--- src/rtl/mdu_pkg.sv ---
// mdu_pkg: shared encodings and defaults for the sequential multiply/divide unit
package mdu_pkg;
  localparam int MDU_WIDTH = 32;
  localparam logic MDU_MULT = 1'b0;
  localparam logic MDU_DIV = 1'b1;
  typedef enum logic [1:0] {IDLE = 2'd0, CALC = 2'd1, FIX = 2'd2, DONE = 2'd3} state_t;
endpackage

--- src/rtl/mdu_step.sv ---
// mdu_step: one Booth (MULT) or restoring-division (DIV) iteration on the accumulator
module mdu_step
  import mdu_pkg::*;
#(
  parameter int WIDTH = MDU_WIDTH
) (
  input  logic               op,
  input  logic [2*WIDTH+1:0] acc,
  input  logic [WIDTH-1:0]   opnd,
  output logic [2*WIDTH+1:0] acc_nx
);
  logic [WIDTH:0] upper, sum, rem_sh, dvs;
  logic fits;
  // MULT keeps a guard bit above the upper half so subtracting the most negative multiplicand cannot overflow
  always_comb begin
    upper  = acc[2*WIDTH+1:WIDTH+1];
    sum    = acc[1:0] == 2'b01 ? upper + {opnd[WIDTH-1], opnd} :
             acc[1:0] == 2'b10 ? upper - {opnd[WIDTH-1], opnd} : upper;
    rem_sh = {acc[2*WIDTH-1:WIDTH], acc[WIDTH-1]};
    dvs    = {1'b0, opnd};
    fits   = rem_sh >= dvs;
    acc_nx = op == MDU_MULT ? {sum[WIDTH], sum, acc[WIDTH:1]}
                            : {1'b0, fits ? rem_sh - dvs : rem_sh, acc[WIDTH-2:0], fits};
  end
endmodule

--- src/rtl/mult_div_seq.sv ---
// mult_div_seq: sequential signed MULT/DIV unit producing HI/LO results
module mult_div_seq
  import mdu_pkg::*;
#(
  parameter int WIDTH = MDU_WIDTH,
  parameter int CNT_W = 6
) (
  input  logic             clk,
  input  logic             rst,
  input  logic             start,
  input  logic             op,
  input  logic [WIDTH-1:0] a,
  input  logic [WIDTH-1:0] b,
  output logic [WIDTH-1:0] hi,
  output logic [WIDTH-1:0] lo,
  output logic             busy,
  output logic             done,
  output logic             div_zero
);
  localparam int AW = 2*WIDTH+2;
  state_t state;
  logic op_r, sign_q, sign_r;
  logic [WIDTH-1:0] opnd, a_abs, b_abs, q_res, r_res;
  logic [AW-1:0] acc, acc_nx;
  logic [CNT_W-1:0] cnt;
  mdu_step #(.WIDTH(WIDTH)) u_step (.op(op_r), .acc(acc), .opnd(opnd), .acc_nx(acc_nx));
  always_comb begin
    a_abs = a[WIDTH-1] ? -a : a;
    b_abs = b[WIDTH-1] ? -b : b;
    q_res = sign_q ? -acc[WIDTH-1:0] : acc[WIDTH-1:0];
    r_res = sign_r ? -acc[2*WIDTH-1:WIDTH] : acc[2*WIDTH-1:WIDTH];
  end
  always_ff @(posedge clk or negedge rst) begin
    if (!rst) begin
      state    <= IDLE;
      op_r     <= MDU_MULT;
      sign_q   <= 1'b0;
      sign_r   <= 1'b0;
      opnd     <= '0;
      acc      <= '0;
      cnt      <= '0;
      hi       <= '0;
      lo       <= '0;
      busy     <= 1'b0;
      done     <= 1'b0;
      div_zero <= 1'b0;
    end else begin
      done <= 1'b0;
      case (state)
        IDLE: if (start) begin
          op_r     <= op;
          div_zero <= 1'b0;
          if (op == MDU_DIV && b == '0) begin
            state    <= DONE;
            div_zero <= 1'b1;
            done     <= 1'b1;
          end else begin
            state  <= CALC;
            busy   <= 1'b1;
            cnt    <= '0;
            opnd   <= op == MDU_DIV ? b_abs : b;
            acc    <= op == MDU_DIV ? {{(WIDTH+2){1'b0}}, a_abs} : {{(WIDTH+1){1'b0}}, a, 1'b0};
            sign_r <= a[WIDTH-1];
            sign_q <= a[WIDTH-1] ^ b[WIDTH-1];
          end
        end
        CALC: begin
          acc <= acc_nx;
          cnt <= cnt + 1'b1;
          if (cnt == CNT_W'(WIDTH-1)) state <= FIX;
        end
        FIX: begin
          hi    <= op_r == MDU_DIV ? r_res : acc[2*WIDTH:WIDTH+1];
          lo    <= op_r == MDU_DIV ? q_res : acc[WIDTH:1];
          state <= DONE;
          done  <= 1'b1;
          busy  <= 1'b0;
        end
        default: state <= IDLE;
      endcase
    end
  end
endmodule

--- config.mk ---
export PLATFORM = sky130hd
export DESIGN_NAME = mult_div_seq
export DESIGN_NICKNAME = d
export VERILOG_FILES = /design/src/rtl/mdu_pkg.sv /design/src/rtl/mdu_step.sv /design/src/rtl/mult_div_seq.sv
export SDC_FILE = /design/constraint.sdc
export NUM_CORES = 1
export LEC_CHECK = 0
export CORE_MARGIN = 4
export CORE_UTILIZATION = 30
export DETAILED_ROUTE_END_ITERATION = 7
export SYNTH_ARGS = -nofsm -noshare
export SYNTH_HDL_FRONTEND = slang
export SYNTH_SLANG_ARGS = --single-unit
--- constraint.sdc ---
create_clock -name clk -period 4.6 [get_ports clk]
set_input_delay 0.92 -clock clk [delete_from_list [all_inputs] [get_ports clk]]
set_output_delay 0.92 -clock clk [all_outputs]
set_load 0.02 [all_outputs]
==> metrics.txt, run 1 <==
# TYPE chip_impl_metric gauge
chip_impl_metric{name="async_reset_ff_share",unit="%"} 100
chip_impl_metric{name="clock_tree.htree_level_count",unit=""} 4
chip_impl_metric{name="tightest_slew",unit="ns"} 1.07
chip_impl_metric{name="layout.core_utilization",unit="%"} 35.6
chip_impl_metric{name="final.period_utilization",unit="%"} 87.3
chip_impl_metric{name="p_per_area",unit="mW/mm2"} 912
chip_impl_metric{name="worstPathBufferInverterCount",unit=""} 0
chip_impl_info{name="worstSetupStartpoint",value="opnd[0]$_DFFE_PN0P_"} 1
chip_impl_metric{name="fmaxAchievable",unit="GHz"} 0.249
chip_impl_metric{name="place.port_buffers",unit=""} 134
chip_impl_metric{name="antenna_found_initial",unit=""} 2
chip_impl_info{name="timing.critical_path.cells",value="ha_1 -> fa_1 -> nand2b_1 -> a21o_1 -> a21boi_0 -> o32a_1 -> nand3_1 -> a211oi_1 -> mux2i_1 -> o211ai_1 -> a32o_1"} 1
chip_impl_metric{name="fillCellCount",unit=""} 5935
chip_impl_metric{name="max-vdd-ir-drop",unit="mV"} 0.499
chip_impl_metric{name="drt-pass1-iter-count",unit=""} 7
chip_impl_metric{name="total_neg_setup_slack",unit="ns"} 0
chip_impl_metric{name="grt_start_max_net_pins",unit=""} 98
chip_impl_metric{name="drive_gt1_share",unit="%"} 9.30
chip_impl_info{name="status",value="finished, final reports clean"} 1
chip_impl_info{name="critical_path.endpoint",value="acc[62]$_DFFE_PN0P_"} 1
chip_impl_metric{name="intPower",unit="W"} 0.00848
chip_impl_metric{name="path_max_fanout",unit=""} 4
chip_impl_metric{name="synth-edff-count",unit=""} 0
chip_impl_metric{name="finalClockSkew",unit="ns"} 0.0220
chip_impl_metric{name="delay_of_the_slowest_critical_path_stage",unit="ns"} 0.49
chip_impl_metric{name="final_critical_path_setup_slack",unit="ns"} 0.585
chip_impl_metric{name="post_cts_resize_count",unit=""} 0
chip_impl_info{name="ys.flop_type",value="sky130_fd_sc_hd__dfrtp_1"} 1
chip_impl_metric{name="post-route-min-period",unit="ns"} 4.02
chip_impl_metric{name="max-clock-path-buffers",unit=""} 2
chip_impl_metric{name="postCtsSetupRepairBufs",unit=""} 0
chip_impl_metric{name="ys_seq_elements",unit=""} 176
chip_impl_metric{name="area.sequential",unit="mm2"} 0.00441
chip_impl_metric{name="start_util",unit="%"} 30.5
chip_impl_metric{name="critPathRequiredTime",unit="ns"} 4.98
chip_impl_metric{name="dr_total_vias",unit=""} 17400
chip_impl_metric{name="globalRouteTotalUtil",unit="%"} 20.5
chip_impl_metric{name="dieHeight",unit="um"} 248
chip_impl_metric{name="leakage",unit="nW"} 8.29
chip_impl_info{name="critPathSlowestCell",value="sky130_fd_sc_hd__a21boi_0"} 1
chip_impl_metric{name="sequentialPowerShare",unit="%"} 18.5
chip_impl_metric{name="clkSlewWorstSetupHoldPaths",unit="ns"} 0.08
chip_impl_metric{name="clock_power_share",unit="%"} 8.8
chip_impl_metric{name="synthesis.area",unit="mm2"} 0.0172
chip_impl_metric{name="cts.sinks",unit=""} 176
chip_impl_metric{name="cts_made_buffers",unit=""} 17
chip_impl_metric{name="die_area",unit="mm2"} 0.0614
chip_impl_metric{name="p_switching",unit="W"} 0.00993
chip_impl_metric{name="die_width",unit="um"} 248
chip_impl_metric{name="share_of_total_power_in_combinational_logic",unit="%"} 72.8
chip_impl_metric{name="drtIter0Drc",unit=""} 1858
chip_impl_metric{name="postRouteWirelength",unit="um"} 64900
chip_impl_metric{name="first_global_vias",unit=""} 16200
chip_impl_metric{name="netlist-cell-type-count",unit=""} 83
chip_impl_metric{name="finalHoldViolCount",unit=""} 0
chip_impl_info{name="hp-class",value="register to register"} 1
chip_impl_metric{name="worstSkewPairLatency",unit="ns"} 0.48
chip_impl_metric{name="globalplace.congestion",unit=""} 0.961
chip_impl_info{name="tritoncts",value="built"} 1
chip_impl_metric{name="design.final.nets",unit=""} 2435
chip_impl_metric{name="synth_sequential_area_ratio",unit="%"} 25.5
chip_impl_metric{name="row_count",unit=""} 87
chip_impl_metric{name="timing.final.setup_violations",unit=""} 0
chip_impl_metric{name="ant_nets",unit=""} 0
chip_impl_info{name="clockRootBuffer",value="sky130_fd_sc_hd__clkbuf_16"} 1
chip_impl_metric{name="syn2layout_area_growth",unit="%"} 17.0
chip_impl_info{name="endpoint_kind",value="register"} 1
chip_impl_metric{name="r2r_cells",unit=""} 11
chip_impl_metric{name="timing_max_transition_violations_final",unit=""} 0
chip_impl_metric{name="critical_path_arrival",unit="ns"} 4.39
chip_impl_metric{name="footprint_of_the_multi_input_gates",unit="mm2"} 0.0119
chip_impl_metric{name="core_area",unit="mm2"} 0.0566
chip_impl_info{name="rsz0062_at_grt",value="no"} 1
chip_impl_metric{name="wire_per_inst",unit="um"} 21.4
chip_impl_metric{name="placement.setup.worst_slack",unit="ns"} 0.276
chip_impl_metric{name="switching_power_share_of_the_total",unit="%"} 53.9
chip_impl_metric{name="max-cap-violations",unit=""} 0
chip_impl_metric{name="detail_routed_via_count_per_cell",unit=""} 5.74
chip_impl_metric{name="critical_path_depth",unit=""} 11
chip_impl_metric{name="maxSlewHeadroom",unit="%"} 28.6
chip_impl_metric{name="postCtsHoldBufs",unit=""} 0
chip_impl_metric{name="netlist_instances",unit=""} 2186
chip_impl_info{name="worstReg2RegStart",value="opnd[0]$_DFFE_PN0P_"} 1
chip_impl_info{name="crit_path_start_kind",value="register"} 1
chip_impl_info{name="setup.worst_path.class",value="register to register"} 1
chip_impl_metric{name="wire_length_of_the_first_global_routing_pass",unit="um"} 98500
chip_impl_metric{name="half_perimeter_wire_length_after_placement",unit="um"} 49600
chip_impl_metric{name="ioPinCount",unit=""} 135
chip_impl_metric{name="syn-num-nets",unit=""} 2364
chip_impl_metric{name="synthesis.area_per_instance",unit="um2"} 7.89
chip_impl_metric{name="drcViolationCount",unit=""} 0
chip_impl_info{name="critical_path.top_delay_family",value="compound AO/OA/AOI/OAI gates"} 1
chip_impl_info{name="rr_endpoint",value="acc[62]$_DFFE_PN0P_"} 1
chip_impl_metric{name="reg2reg_setup_slack",unit="ns"} 0.58
chip_impl_metric{name="synth-warning-count",unit=""} 0
chip_impl_metric{name="grt-ovfl-total",unit=""} 0
cell usage in the layout, fill, tap and decap left out, types with 17 or more instances in the layout:
cell type	instances
sky130_fd_sc_hd__a211oi_1	21
sky130_fd_sc_hd__a21o_1	26
sky130_fd_sc_hd__a21oi_1	236
sky130_fd_sc_hd__and3_1	21
sky130_fd_sc_hd__buf_4	73
sky130_fd_sc_hd__clkbuf_16	17
sky130_fd_sc_hd__clkdlybuf4s50_1	132
sky130_fd_sc_hd__dfrtp_1	175
sky130_fd_sc_hd__ha_1	106
sky130_fd_sc_hd__inv_1	94
sky130_fd_sc_hd__mux2_2	66
sky130_fd_sc_hd__mux2i_1	49
sky130_fd_sc_hd__nand2_1	168
sky130_fd_sc_hd__nand2b_1	26
sky130_fd_sc_hd__nand3_1	30
sky130_fd_sc_hd__nor2_1	187
sky130_fd_sc_hd__nor2b_1	19
sky130_fd_sc_hd__nor3_1	40
sky130_fd_sc_hd__o211ai_1	39
sky130_fd_sc_hd__o21ai_0	177
sky130_fd_sc_hd__o221ai_1	21
sky130_fd_sc_hd__o31ai_1	42
sky130_fd_sc_hd__or3_1	29
sky130_fd_sc_hd__or4_1	18
sky130_fd_sc_hd__xnor2_1	44
sky130_fd_sc_hd__xor2_1	90
area by class of cell:
class | count | share of cell area, %
tap | 756 | 4.69
clock buffer | 21 | 2.38
inverter | 96 | 1.79
sequential | 176 | 21.9
multi-input combinational | 1757 | 59.0
timing repair buffer | 209 | 9.56
antenna | 3 | 0.0372
clock inverter | 11 | 0.707
registers in the layout, indices dropped and copies added, names as in the netlist:
signal / cells
lo: 32
state: 2
op_r: 1
sign_q: 1
done: 1
div_zero: 1
busy: 1
hi: 32
opnd: 32
sign_r: 1
cnt: 6
acc: 66
worst min path at each step:
stage | startpoint | endpoint | cells past startpoint
2_1_floorplan | opnd[10]$_DFFE_PN0P_ | opnd[10]$_DFFE_PN0P_ | 2
3_3_place_gp | lo[9]$_DFFE_PN0P_ | lo[9]$_DFFE_PN0P_ | 1
3_5_place_dp | div_zero$_DFFE_PN0P_ | div_zero$_DFFE_PN0P_ | 2
4_1_cts | lo[28]$_DFFE_PN0P_ | lo[28]$_DFFE_PN0P_ | 1
5_1_grt | lo[28]$_DFFE_PN0P_ | lo[28]$_DFFE_PN0P_ | 1
6_report | lo[28]$_DFFE_PN0P_ | lo[28]$_DFFE_PN0P_ | 1
synth_stat cells (all sizes together) (15+ instances only):
master,count,area share (%)
a211oi,21,0.91
a21o,26,1.1
a21oi,237,6.9
a221oi,16,0.81
and3,21,0.76
buf,17,0.47
clkbuf,140,3.1
dfrtp,176,26
ha,107,7.8
inv,94,2.0
mux2,66,4.3
mux2i,49,2.8
nand2,169,3.7
nand2b,27,1.0
nand3,30,0.87
nand4,15,0.54
nor2,187,4.1
nor2b,20,0.73
nor3,41,1.2
o211ai,39,1.7
o21a,15,0.65
o21ai,181,5.3
o21bai,16,0.70
o221ai,21,1.1
o22ai,16,0.58
o31ai,44,2.0
o41ai,16,0.90
or3,29,1.1
or4,24,1.2
xnor2,44,2.2
xor2,90,4.6
per-layer routing:
layer / part of all wire (%) / wire length (um) / global-route usage, %
met5: 0 / 0 / 0
met4: 3.0 / 1940 / 6.37
met3: 6.8 / 4390 / 2.68
met2: 45 / 29400 / 32.4
met1: 45 / 29100 / 29.2
logic make-up (layout without fill, tap and decap cells):
group,after synthesis,count (layout),synth area share [%]
compound gates,789,789,29.8
xor+xnor,134,134,6.81
fa+ha+maj,110,110,8.11
buf+inv,253,337,5.62
flops,176,176,25.5
mux,115,115,7.16
other cells,0,3,0
simple gates,609,609,17.0
power groups by stage:
stage               combinational [W]  clock [W]  sequential, W
finish                         0.0134    0.00161        0.00340
detailed placement             0.0131          0        0.00340
floorplan                     0.00887          0        0.00324
global placement               0.0130          0        0.00337
CTS                            0.0132    0.00164        0.00338
global route                   0.0145    0.00170        0.00351
through the flow:
| step | area, um2 | cells | hold WS, ns | total power (W) |
|---|---|---|---|---|
| after CTS | 20200 | 3026 | 0.512 | 0.0182 |
| final | 20200 | 3029 | 0.509 | 0.0184 |
| after floorplan | 17200 | 2186 | 0.478 | 0.0121 |
| after global routing | 20200 | 3028 | 0.516 | 0.0197 |
| after detailed placement | 19500 | 2994 | 0.485 | 0.0165 |
| after global placement | 19500 | 2994 | 0.490 | 0.0164 |
Power figures use the tool's default switching activity.
==> inputs of run 2 (changes only) <==
Settings changed: ABC_AREA set to 1, CORE_ASPECT_RATIO set to 1.1, SYNTH_HIERARCHICAL set to 1.
==> run 2 against run 1 <==
- non-clock buffer count is 53 lower
- largest cell class unchanged
- sequential power is 2% higher
- highest routed layer unchanged
- core utilization fell by 1.6 points
- largest power group unchanged
- global-route usage up 0.81 points
- wire length increased by 24%
==> metrics.txt, run 2 <==
# TYPE chip_impl_metric gauge
chip_impl_metric{name="start_util",unit="%"} 30.3
chip_impl_metric{name="dr_total_vias",unit=""} 23400
chip_impl_metric{name="core_area",unit="mm2"} 0.0691
chip_impl_info{name="netlist.top_cell.by_area",value="sky130_fd_sc_hd__nand2_1"} 1
chip_impl_info{name="setup.worst_path.class",value="register to register"} 1
chip_impl_metric{name="postCtsHoldBufs",unit=""} 0
chip_impl_metric{name="clkSlewWorstSetupHoldPaths",unit="ns"} 0.08
chip_impl_info{name="synth.cells.most_frequent",value="sky130_fd_sc_hd__nand2_1, sky130_fd_sc_hd__inv_1, sky130_fd_sc_hd__nand3_1"} 1
chip_impl_metric{name="sequentialPowerShare",unit="%"} 18.9
chip_impl_metric{name="grt_start_max_net_pins",unit=""} 92
chip_impl_metric{name="grt-ovfl-total",unit=""} 0
chip_impl_metric{name="syn2layout_area_growth",unit="%"} 12.5
chip_impl_metric{name="switching_power_share_of_the_total",unit="%"} 60.6
chip_impl_metric{name="critPathRequiredTime",unit="ns"} 4.99
chip_impl_info{name="crit_path_start_kind",value="register"} 1
chip_impl_metric{name="max-cap-violations",unit=""} 0
chip_impl_metric{name="globalplace.congestion",unit=""} 0.975
chip_impl_metric{name="ys_seq_elements",unit=""} 176
chip_impl_metric{name="drtIter0Drc",unit=""} 1900
chip_impl_metric{name="drcViolationCount",unit=""} 0
chip_impl_metric{name="largest_register_ff_count",unit=""} 66
chip_impl_info{name="endpoint_kind",value="register"} 1
chip_impl_metric{name="finalClockSkew",unit="ns"} 0.0172
chip_impl_metric{name="max-clock-path-buffers",unit=""} 2
chip_impl_metric{name="drive_gt1_share",unit="%"} 3.65
chip_impl_metric{name="finalHoldViolCount",unit=""} 0
chip_impl_metric{name="synthesis.area",unit="mm2"} 0.0209
chip_impl_metric{name="tightest_slew",unit="ns"} 1.01
chip_impl_metric{name="die_width",unit="um"} 260
chip_impl_metric{name="share_of_total_power_in_combinational_logic",unit="%"} 73.1
chip_impl_metric{name="fmaxAchievable",unit="GHz"} 0.310
chip_impl_metric{name="postCtsSetupRepairBufs",unit=""} 0
chip_impl_info{name="ys_top_cells_by_area",value="sky130_fd_sc_hd__nand2_1, sky130_fd_sc_hd__dfrtp_1, sky130_fd_sc_hd__inv_1"} 1
chip_impl_metric{name="drt-pass1-iter-count",unit=""} 6
chip_impl_info{name="rsz0062_at_grt",value="no"} 1
chip_impl_metric{name="first_global_vias",unit=""} 22100
chip_impl_metric{name="p_switching",unit="W"} 0.0111
chip_impl_metric{name="detail_routed_via_count_per_cell",unit=""} 4.96
chip_impl_info{name="layout_commonest_cell",value="sky130_fd_sc_hd__nand2_1"} 1
chip_impl_metric{name="footprint_of_the_multi_input_gates",unit="mm2"} 0.0139
chip_impl_metric{name="timing.final.setup_violations",unit=""} 0
chip_impl_metric{name="cts.sinks",unit=""} 176
chip_impl_metric{name="netlist-cell-type-count",unit=""} 54
chip_impl_info{name="post-synth-top-count-cell",value="sky130_fd_sc_hd__nand2_1"} 1
chip_impl_metric{name="half_perimeter_wire_length_after_placement",unit="um"} 64500
chip_impl_metric{name="netlist_instances",unit=""} 3731
chip_impl_metric{name="synth_sequential_area_ratio",unit="%"} 21.0
chip_impl_info{name="clockRootBuffer",value="sky130_fd_sc_hd__clkbuf_16"} 1
chip_impl_metric{name="netlist.area_leader.share",unit="%"} 24.4
chip_impl_metric{name="synth-edff-count",unit=""} 0
chip_impl_metric{name="leakage",unit="nW"} 12.5
chip_impl_metric{name="async_reset_ff_share",unit="%"} 100
chip_impl_metric{name="design.final.nets",unit=""} 3949
chip_impl_metric{name="p_per_area",unit="mW/mm2"} 780
chip_impl_metric{name="syn-num-nets",unit=""} 3907
chip_impl_metric{name="maxSlewHeadroom",unit="%"} 32.6
chip_impl_metric{name="final.period_utilization",unit="%"} 70.1
chip_impl_metric{name="ant_nets",unit=""} 0
chip_impl_metric{name="postRouteWirelength",unit="um"} 80400
chip_impl_metric{name="post_cts_resize_count",unit=""} 0
chip_impl_metric{name="die_area",unit="mm2"} 0.0740
chip_impl_metric{name="wire_per_inst",unit="um"} 17.1
chip_impl_metric{name="synth-warning-count",unit=""} 6
chip_impl_metric{name="globalRouteTotalUtil",unit="%"} 21.3
chip_impl_info{name="ys.flop_type",value="sky130_fd_sc_hd__dfrtp_1"} 1
chip_impl_info{name="max_flop_register",value="acc"} 1
chip_impl_metric{name="ioPinCount",unit=""} 135
chip_impl_metric{name="post-route-min-period",unit="ns"} 3.23
chip_impl_metric{name="timing_max_transition_violations_final",unit=""} 0
chip_impl_metric{name="cts_made_buffers",unit=""} 17
chip_impl_metric{name="path_max_fanout",unit=""} 43
chip_impl_info{name="status",value="finished, final reports clean"} 1
chip_impl_metric{name="area.sequential",unit="mm2"} 0.00441
chip_impl_info{name="final_cell_mix",value="sky130_fd_sc_hd__nand2_1, sky130_fd_sc_hd__inv_1, sky130_fd_sc_hd__nand3_1, sky130_fd_sc_hd__nor2_1, sky130_fd_sc_hd__o21ai_0"} 1
chip_impl_metric{name="antenna_found_initial",unit=""} 0
chip_impl_metric{name="clock_power_share",unit="%"} 8.1
chip_impl_metric{name="critical_path_arrival",unit="ns"} 3.61
chip_impl_metric{name="fillCellCount",unit=""} 7760
chip_impl_info{name="hp-class",value="primary input to asynchronous set/reset pin"} 1
chip_impl_metric{name="intPower",unit="W"} 0.00724
chip_impl_metric{name="insertedDiodeCount",unit=""} 0
chip_impl_metric{name="total_neg_setup_slack",unit="ns"} 0
chip_impl_metric{name="place.port_buffers",unit=""} 134
chip_impl_info{name="tritoncts",value="built"} 1
chip_impl_metric{name="synthesis.area_per_instance",unit="um2"} 5.61
chip_impl_metric{name="wire_length_of_the_first_global_routing_pass",unit="um"} 125000
chip_impl_metric{name="dieHeight",unit="um"} 285
chip_impl_metric{name="max-vdd-ir-drop",unit="mV"} 0.330
chip_impl_metric{name="clock_tree.htree_level_count",unit=""} 4
chip_impl_metric{name="row_count",unit=""} 101
chip_impl_metric{name="fin_hold_ws",unit="ns"} 0.450
chip_impl_metric{name="worstSkewPairLatency",unit="ns"} 0.48
## run 2: layout make-up
class	instances	area share [%]
Inverter	520	8.29
Clock inverter	15	0.728
Timing Repair Buffer	156	6.44
Sequential cell	176	18.7
Tap cell	927	4.93
Multi-Input combinational cell	2902	59.1
Clock buffer	17	1.81
## run 2: worst max-delay path: stages, from the launching register on
cell and delay [ns]:
sky130_fd_sc_hd__dfrtp_1 0.72, sky130_fd_sc_hd__ha_1 0.41, sky130_fd_sc_hd__a21oi_1 0.29, sky130_fd_sc_hd__o21ai_1 0.14, sky130_fd_sc_hd__a21oi_2 0.23, sky130_fd_sc_hd__nor2_1 0.10, sky130_fd_sc_hd__nor2_4 0.17, sky130_fd_sc_hd__nand2_8 0.22
sky130_fd_sc_hd__nor2_2 0.37, sky130_fd_sc_hd__nand2_1 0.12, sky130_fd_sc_hd__o211ai_2 0.07, sky130_fd_sc_hd__o21ai_0 0.10, sky130_fd_sc_hd__a21oi_1 0.20
## run 2: per-layer routing
layer	up-vias	GRT usage, %	routed length [um]	part of all wire (%)
met3	188	2.24	3360	4.2
met2	670	38.2	39900	50
met5	-	0	0	0
met1	10700	25.1	32700	41
li1	11900	-	-	-
met4	0	10.9	4500	5.6
## run 2: kinds of logic (layout without fill, tap and decap cells)
kind of cell | after synthesis | in the layout | synth area share (%)
XOR/XNOR | 62 | 62 | 2.60
buffers and inverters | 653 | 708 | 12.5
flip-flops | 176 | 176 | 21.0
AND/OR/NAND/NOR | 2272 | 2272 | 45.5
AO/OA/AOI/OAI | 460 | 460 | 11.8
adder cells (fa/ha/maj) | 108 | 108 | 6.57
## run 2: power by group through the flow
stage | clock network [W] | logic (W) | registers, W
6_report | 0.00148 | 0.0134 | 0.00346
5_1_grt | 0.00157 | 0.0150 | 0.00355
4_1_cts | 0.00152 | 0.0133 | 0.00346
3_5_place_dp | 0 | 0.0132 | 0.00349
3_3_place_gp | 0 | 0.0132 | 0.00349
2_1_floorplan | 0 | 0.00948 | 0.00313
## run 2: worst paths after layout
kind | from | end | slack (ns) | depth (start not counted)
worst max-delay path | acc[49]$_DFFE_PN0P_ | acc[32]$_DFFE_PN0P_ | 1.37 | 12
worst min-delay path | rst | hi[23]$_DFFE_PN0P_ | 0.45 | 1
worst max register to register | acc[49]$_DFFE_PN0P_ | acc[32]$_DFFE_PN0P_ | 1.37 | 12
worst min register to register | hi[29]$_DFFE_PN0P_ | hi[29]$_DFFE_PN0P_ | 0.48 | 2
max in group asynchronous | rst | lo[29]$_DFFE_PN0P_ | 3.16 | 2
min in group clk | hi[29]$_DFFE_PN0P_ | hi[29]$_DFFE_PN0P_ | 0.48 | 2
## run 2: per-stage QoR
| step | util, % | setup WS [ns] | cell area [um2] | total power [W] | cells |
|---|---|---|---|---|---|
| 3_5_place_dp | 33.2 | 1.04 | 23000 | 0.0167 | 4681 |
| 6_report | 34.1 | 1.37 | 23500 | 0.0184 | 4713 |
| 4_1_cts | 34.1 | 1.44 | 23500 | 0.0183 | 4713 |
| 2_1_floorplan | - | 2.36 | 20900 | 0.0126 | 3731 |
| 3_3_place_gp | 33.2 | 1.06 | 23000 | 0.0166 | 4681 |
| 5_1_grt | 34.1 | 1.18 | 23500 | 0.0201 | 4713 |
==> inputs of run 3 (changes only) <==
Clock period 4.6 ns to 2.7 ns, I/O delays scaled along.
==> run 3 against run 2 <==
- global-route usage grew 1.5 points
- clock power is 77% higher
- clock-buffer cell count grew 2
- clock skew up 0.0034 ns
- die area stayed put
- power rose by 90%
- sequential power rose by 49%
- critical path type unchanged
- wire length increased by 7.4%
- highest routed layer is now met5
==> metrics.txt, run 3 (same netlist as run 2, synthesis figures left out) <==
# TYPE chip_impl_metric gauge
chip_impl_metric{name="reg2reg_setup_slack",unit="ns"} 0.09
chip_impl_metric{name="wire_length_of_the_first_global_routing_pass",unit="um"} 133000
chip_impl_metric{name="sequentialPowerShare",unit="%"} 14.8
chip_impl_metric{name="finalClockSkew",unit="ns"} 0.0207
chip_impl_metric{name="max-cap-violations",unit=""} 0
chip_impl_metric{name="place.port_buffers",unit=""} 134
chip_impl_metric{name="p_switching",unit="W"} 0.0200
chip_impl_info{name="status",value="finished, final reports clean"} 1
chip_impl_metric{name="syn2layout_area_growth",unit="%"} 22.9
chip_impl_metric{name="max-clock-path-buffers",unit=""} 2
chip_impl_metric{name="globalRouteTotalUtil",unit="%"} 22.9
chip_impl_metric{name="clock_tree.htree_level_count",unit=""} 4
chip_impl_metric{name="ioPinCount",unit=""} 135
chip_impl_metric{name="layout.core_utilization",unit="%"} 37.2
chip_impl_metric{name="drive_gt1_share",unit="%"} 11.5
chip_impl_info{name="timing.critical_path.cells",value="inv_2 -> ha_2 -> nand2_2 -> inv_1 -> nand2_2 -> nor3_4 -> nand3_1 -> nand2_1 -> nor2_4 -> nand2_8 -> buf_8 -> buf_4 -> o211ai_1 -> nand2_1 -> nand2_1 -> nand2_1"} 1
chip_impl_metric{name="start_util",unit="%"} 30.3
chip_impl_metric{name="wire_per_inst",unit="um"} 17.5
chip_impl_metric{name="placement.setup.worst_slack",unit="ns"} -0.0593
chip_impl_metric{name="die_width",unit="um"} 260
chip_impl_metric{name="share_of_total_power_in_combinational_logic",unit="%"} 77.7
chip_impl_metric{name="critPathRequiredTime",unit="ns"} 3.08
chip_impl_metric{name="r2r_cells",unit=""} 16
chip_impl_metric{name="max-vdd-ir-drop",unit="mV"} 0.670
chip_impl_metric{name="tightest_slew",unit="ns"} 0.975
chip_impl_metric{name="clkSlewWorstSetupHoldPaths",unit="ns"} 0.08
chip_impl_metric{name="cts.sinks",unit=""} 176
chip_impl_metric{name="met2WireLength",unit="um"} 42900
chip_impl_metric{name="clock_power_share",unit="%"} 7.5
chip_impl_info{name="crit_path_start_kind",value="register"} 1
chip_impl_metric{name="insertedDiodeCount",unit=""} 0
chip_impl_info{name="endpoint_kind",value="register"} 1
chip_impl_metric{name="critical_path_arrival",unit="ns"} 2.99
chip_impl_metric{name="fmaxAchievable",unit="GHz"} 0.383
chip_impl_metric{name="maxSlewHeadroom",unit="%"} 34.9
chip_impl_info{name="tritoncts",value="built"} 1
chip_impl_metric{name="intPower",unit="W"} 0.0149
chip_impl_metric{name="postRouteWirelength",unit="um"} 86400
chip_impl_info{name="rr_endpoint",value="acc[46]$_DFFE_PN0P_"} 1
chip_impl_metric{name="die_area",unit="mm2"} 0.0740
chip_impl_info{name="critical_path.top_delay_family",value="simple AND/OR/NAND/NOR gates"} 1
chip_impl_metric{name="fillCellCount",unit=""} 7710
chip_impl_metric{name="dieHeight",unit="um"} 285
chip_impl_metric{name="worstPathBufferInverterCount",unit=""} 4
chip_impl_metric{name="ant_nets",unit=""} 0
chip_impl_info{name="worst_path_most_repeated_cell",value="sky130_fd_sc_hd__nand2_1"} 1
chip_impl_metric{name="grt_start_max_net_pins",unit=""} 109
chip_impl_metric{name="drt-pass1-iter-count",unit=""} 5
chip_impl_metric{name="fin_hold_ws",unit="ns"} 0.479
chip_impl_metric{name="detailed_routing_wirelength_on_met1",unit="um"} 34400
chip_impl_info{name="layout_commonest_cell",value="sky130_fd_sc_hd__nand2_1"} 1
chip_impl_metric{name="grt-ovfl-total",unit=""} 0
chip_impl_metric{name="switching_power_share_of_the_total",unit="%"} 57.4
chip_impl_metric{name="critical_path_depth",unit=""} 16
chip_impl_metric{name="leakage",unit="nW"} 13.5
chip_impl_metric{name="largest_register_ff_count",unit=""} 66
chip_impl_info{name="final_cell_mix",value="sky130_fd_sc_hd__nand2_1, sky130_fd_sc_hd__inv_1, sky130_fd_sc_hd__nand3_1, sky130_fd_sc_hd__nor2_1, sky130_fd_sc_hd__buf_4"} 1
chip_impl_metric{name="final_critical_path_setup_slack",unit="ns"} 0.0915
chip_impl_info{name="routed.top_layer",value="met5"} 1
chip_impl_metric{name="detail_routed_via_count_per_cell",unit=""} 4.97
chip_impl_info{name="worstReg2RegStart",value="opnd[22]$_DFFE_PN0P_"} 1
chip_impl_metric{name="drcViolationCount",unit=""} 0
chip_impl_metric{name="core_area",unit="mm2"} 0.0691
chip_impl_metric{name="half_perimeter_wire_length_after_placement",unit="um"} 69800
chip_impl_info{name="rsz0062_at_grt",value="yes"} 1
chip_impl_metric{name="timing_max_transition_violations_final",unit=""} 0
chip_impl_metric{name="detailed_place.area",unit="mm2"} 0.0245
chip_impl_metric{name="timing.final.setup_violations",unit=""} 0
chip_impl_metric{name="delay_of_the_slowest_critical_path_stage",unit="ns"} 0.42
chip_impl_info{name="critPathSlowestCell",value="sky130_fd_sc_hd__dfrtp_1"} 1
chip_impl_metric{name="globalplace.congestion",unit=""} 0.992
chip_impl_metric{name="antenna_found_initial",unit=""} 1
chip_impl_metric{name="p_per_area",unit="mW/mm2"} 1360
chip_impl_metric{name="design.final.nets",unit=""} 4160
chip_impl_metric{name="drtIter0Drc",unit=""} 2164
chip_impl_metric{name="final.period_utilization",unit="%"} 96.6
chip_impl_info{name="max_flop_register",value="acc"} 1
chip_impl_metric{name="worstSkewPairLatency",unit="ns"} 0.50
chip_impl_metric{name="post-route-cell-area",unit="mm2"} 0.0257
chip_impl_metric{name="post-route-min-period",unit="ns"} 2.61
chip_impl_info{name="setup.worst_path.class",value="register to register"} 1
chip_impl_metric{name="wl_met3",unit="um"} 3430
chip_impl_metric{name="row_count",unit=""} 101
chip_impl_metric{name="finalHoldViolCount",unit=""} 0
chip_impl_metric{name="path_max_fanout",unit=""} 7
chip_impl_metric{name="first_global_vias",unit=""} 23500
chip_impl_info{name="hp-class",value="primary input to asynchronous set/reset pin"} 1
chip_impl_info{name="clockRootBuffer",value="sky130_fd_sc_hd__clkbuf_16"} 1
chip_impl_metric{name="cts_made_buffers",unit=""} 17
chip_impl_metric{name="dr_total_vias",unit=""} 24500
## run 3: changes by cell type in the layout (fill, tap and decap cells not counted), moves of 11 or more
| cell | before | now |
|---|---|---|
| sky130_fd_sc_hd__inv_2 | 9 | 30 |
| sky130_fd_sc_hd__ha_4 | 0 | 19 |
| sky130_fd_sc_hd__ha_1 | 105 | 66 |
| sky130_fd_sc_hd__nand2_1 | 1358 | 1345 |
| sky130_fd_sc_hd__inv_1 | 507 | 482 |
| sky130_fd_sc_hd__nand2_2 | 10 | 23 |
| sky130_fd_sc_hd__ha_2 | 0 | 20 |
| sky130_fd_sc_hd__nor2_2 | 14 | 27 |
| sky130_fd_sc_hd__buf_4 | 21 | 217 |
| sky130_fd_sc_hd__nor2_1 | 372 | 359 |
| sky130_fd_sc_hd__buf_12 | 1 | 12 |
## run 3: per-stage QoR
stage               power [W]  cells  setup TNS (ns)
floorplan              0.0215   3731               0
global placement       0.0307   4876          -0.709
detailed placement     0.0307   4876          -0.181
CTS                    0.0335   4909               0
global route           0.0380   4924        -0.00988
finish                 0.0349   4924               0
## run 3: routing by layer
layer | track usage [%] | vias to the layer above
li1 | - | 12300
met1 | 26.5 | 11200
met2 | 40.5 | 745
met3 | 2.35 | 236
met4 | 13.7 | 2
met5 | 0 | -
## run 3: repair_timing
item | CTS | global route
resized for setup | 0 | 132
endpoints found under the hold margin | 22 | 0
hold buffers | 1 | 0
buffers inserted | 0 | 13
setup endpoints to repair | 0 | 34
## run 3: cell type report
class | count | area (um2) | area share [%]
Tap cell | 927 | 1160 | 4.51
Timing Repair Buffer | 365 | 3230 | 12.6
Clock buffer | 19 | 443 | 1.72
Clock inverter | 13 | 148 | 0.574
Sequential cell | 176 | 4420 | 17.2
Multi-Input combinational cell | 2904 | 14300 | 55.8
Inverter | 520 | 1960 | 7.63
## run 3: worst max-delay path by stage
stage	slack [ns]	from	to
after floorplan	0.50	acc[59]$_DFFE_PN0P_	acc[0]$_DFFE_PN0P_
after global placement	-0.05	a[0]	acc[12]$_DFFE_PN0P_
after detailed placement	-0.06	a[0]	acc[12]$_DFFE_PN0P_
after CTS	0.006	opnd[13]$_DFFE_PN0P_	acc[54]$_DFFE_PN0P_
after global routing	-0.004	acc[33]$_DFFE_PN0P_	acc[60]$_DFFE_PN0P_
final	0.09	opnd[22]$_DFFE_PN0P_	acc[46]$_DFFE_PN0P_
## run 3: power by group through the flow
stage                     clock, W  sequential [W]  combinational, W
final                      0.00262         0.00516            0.0271
after global routing       0.00276         0.00531            0.0300
after CTS                  0.00270         0.00509            0.0257
after detailed placement         0         0.00514            0.0256
after global placement           0         0.00513            0.0255
after floorplan                  0         0.00533            0.0162
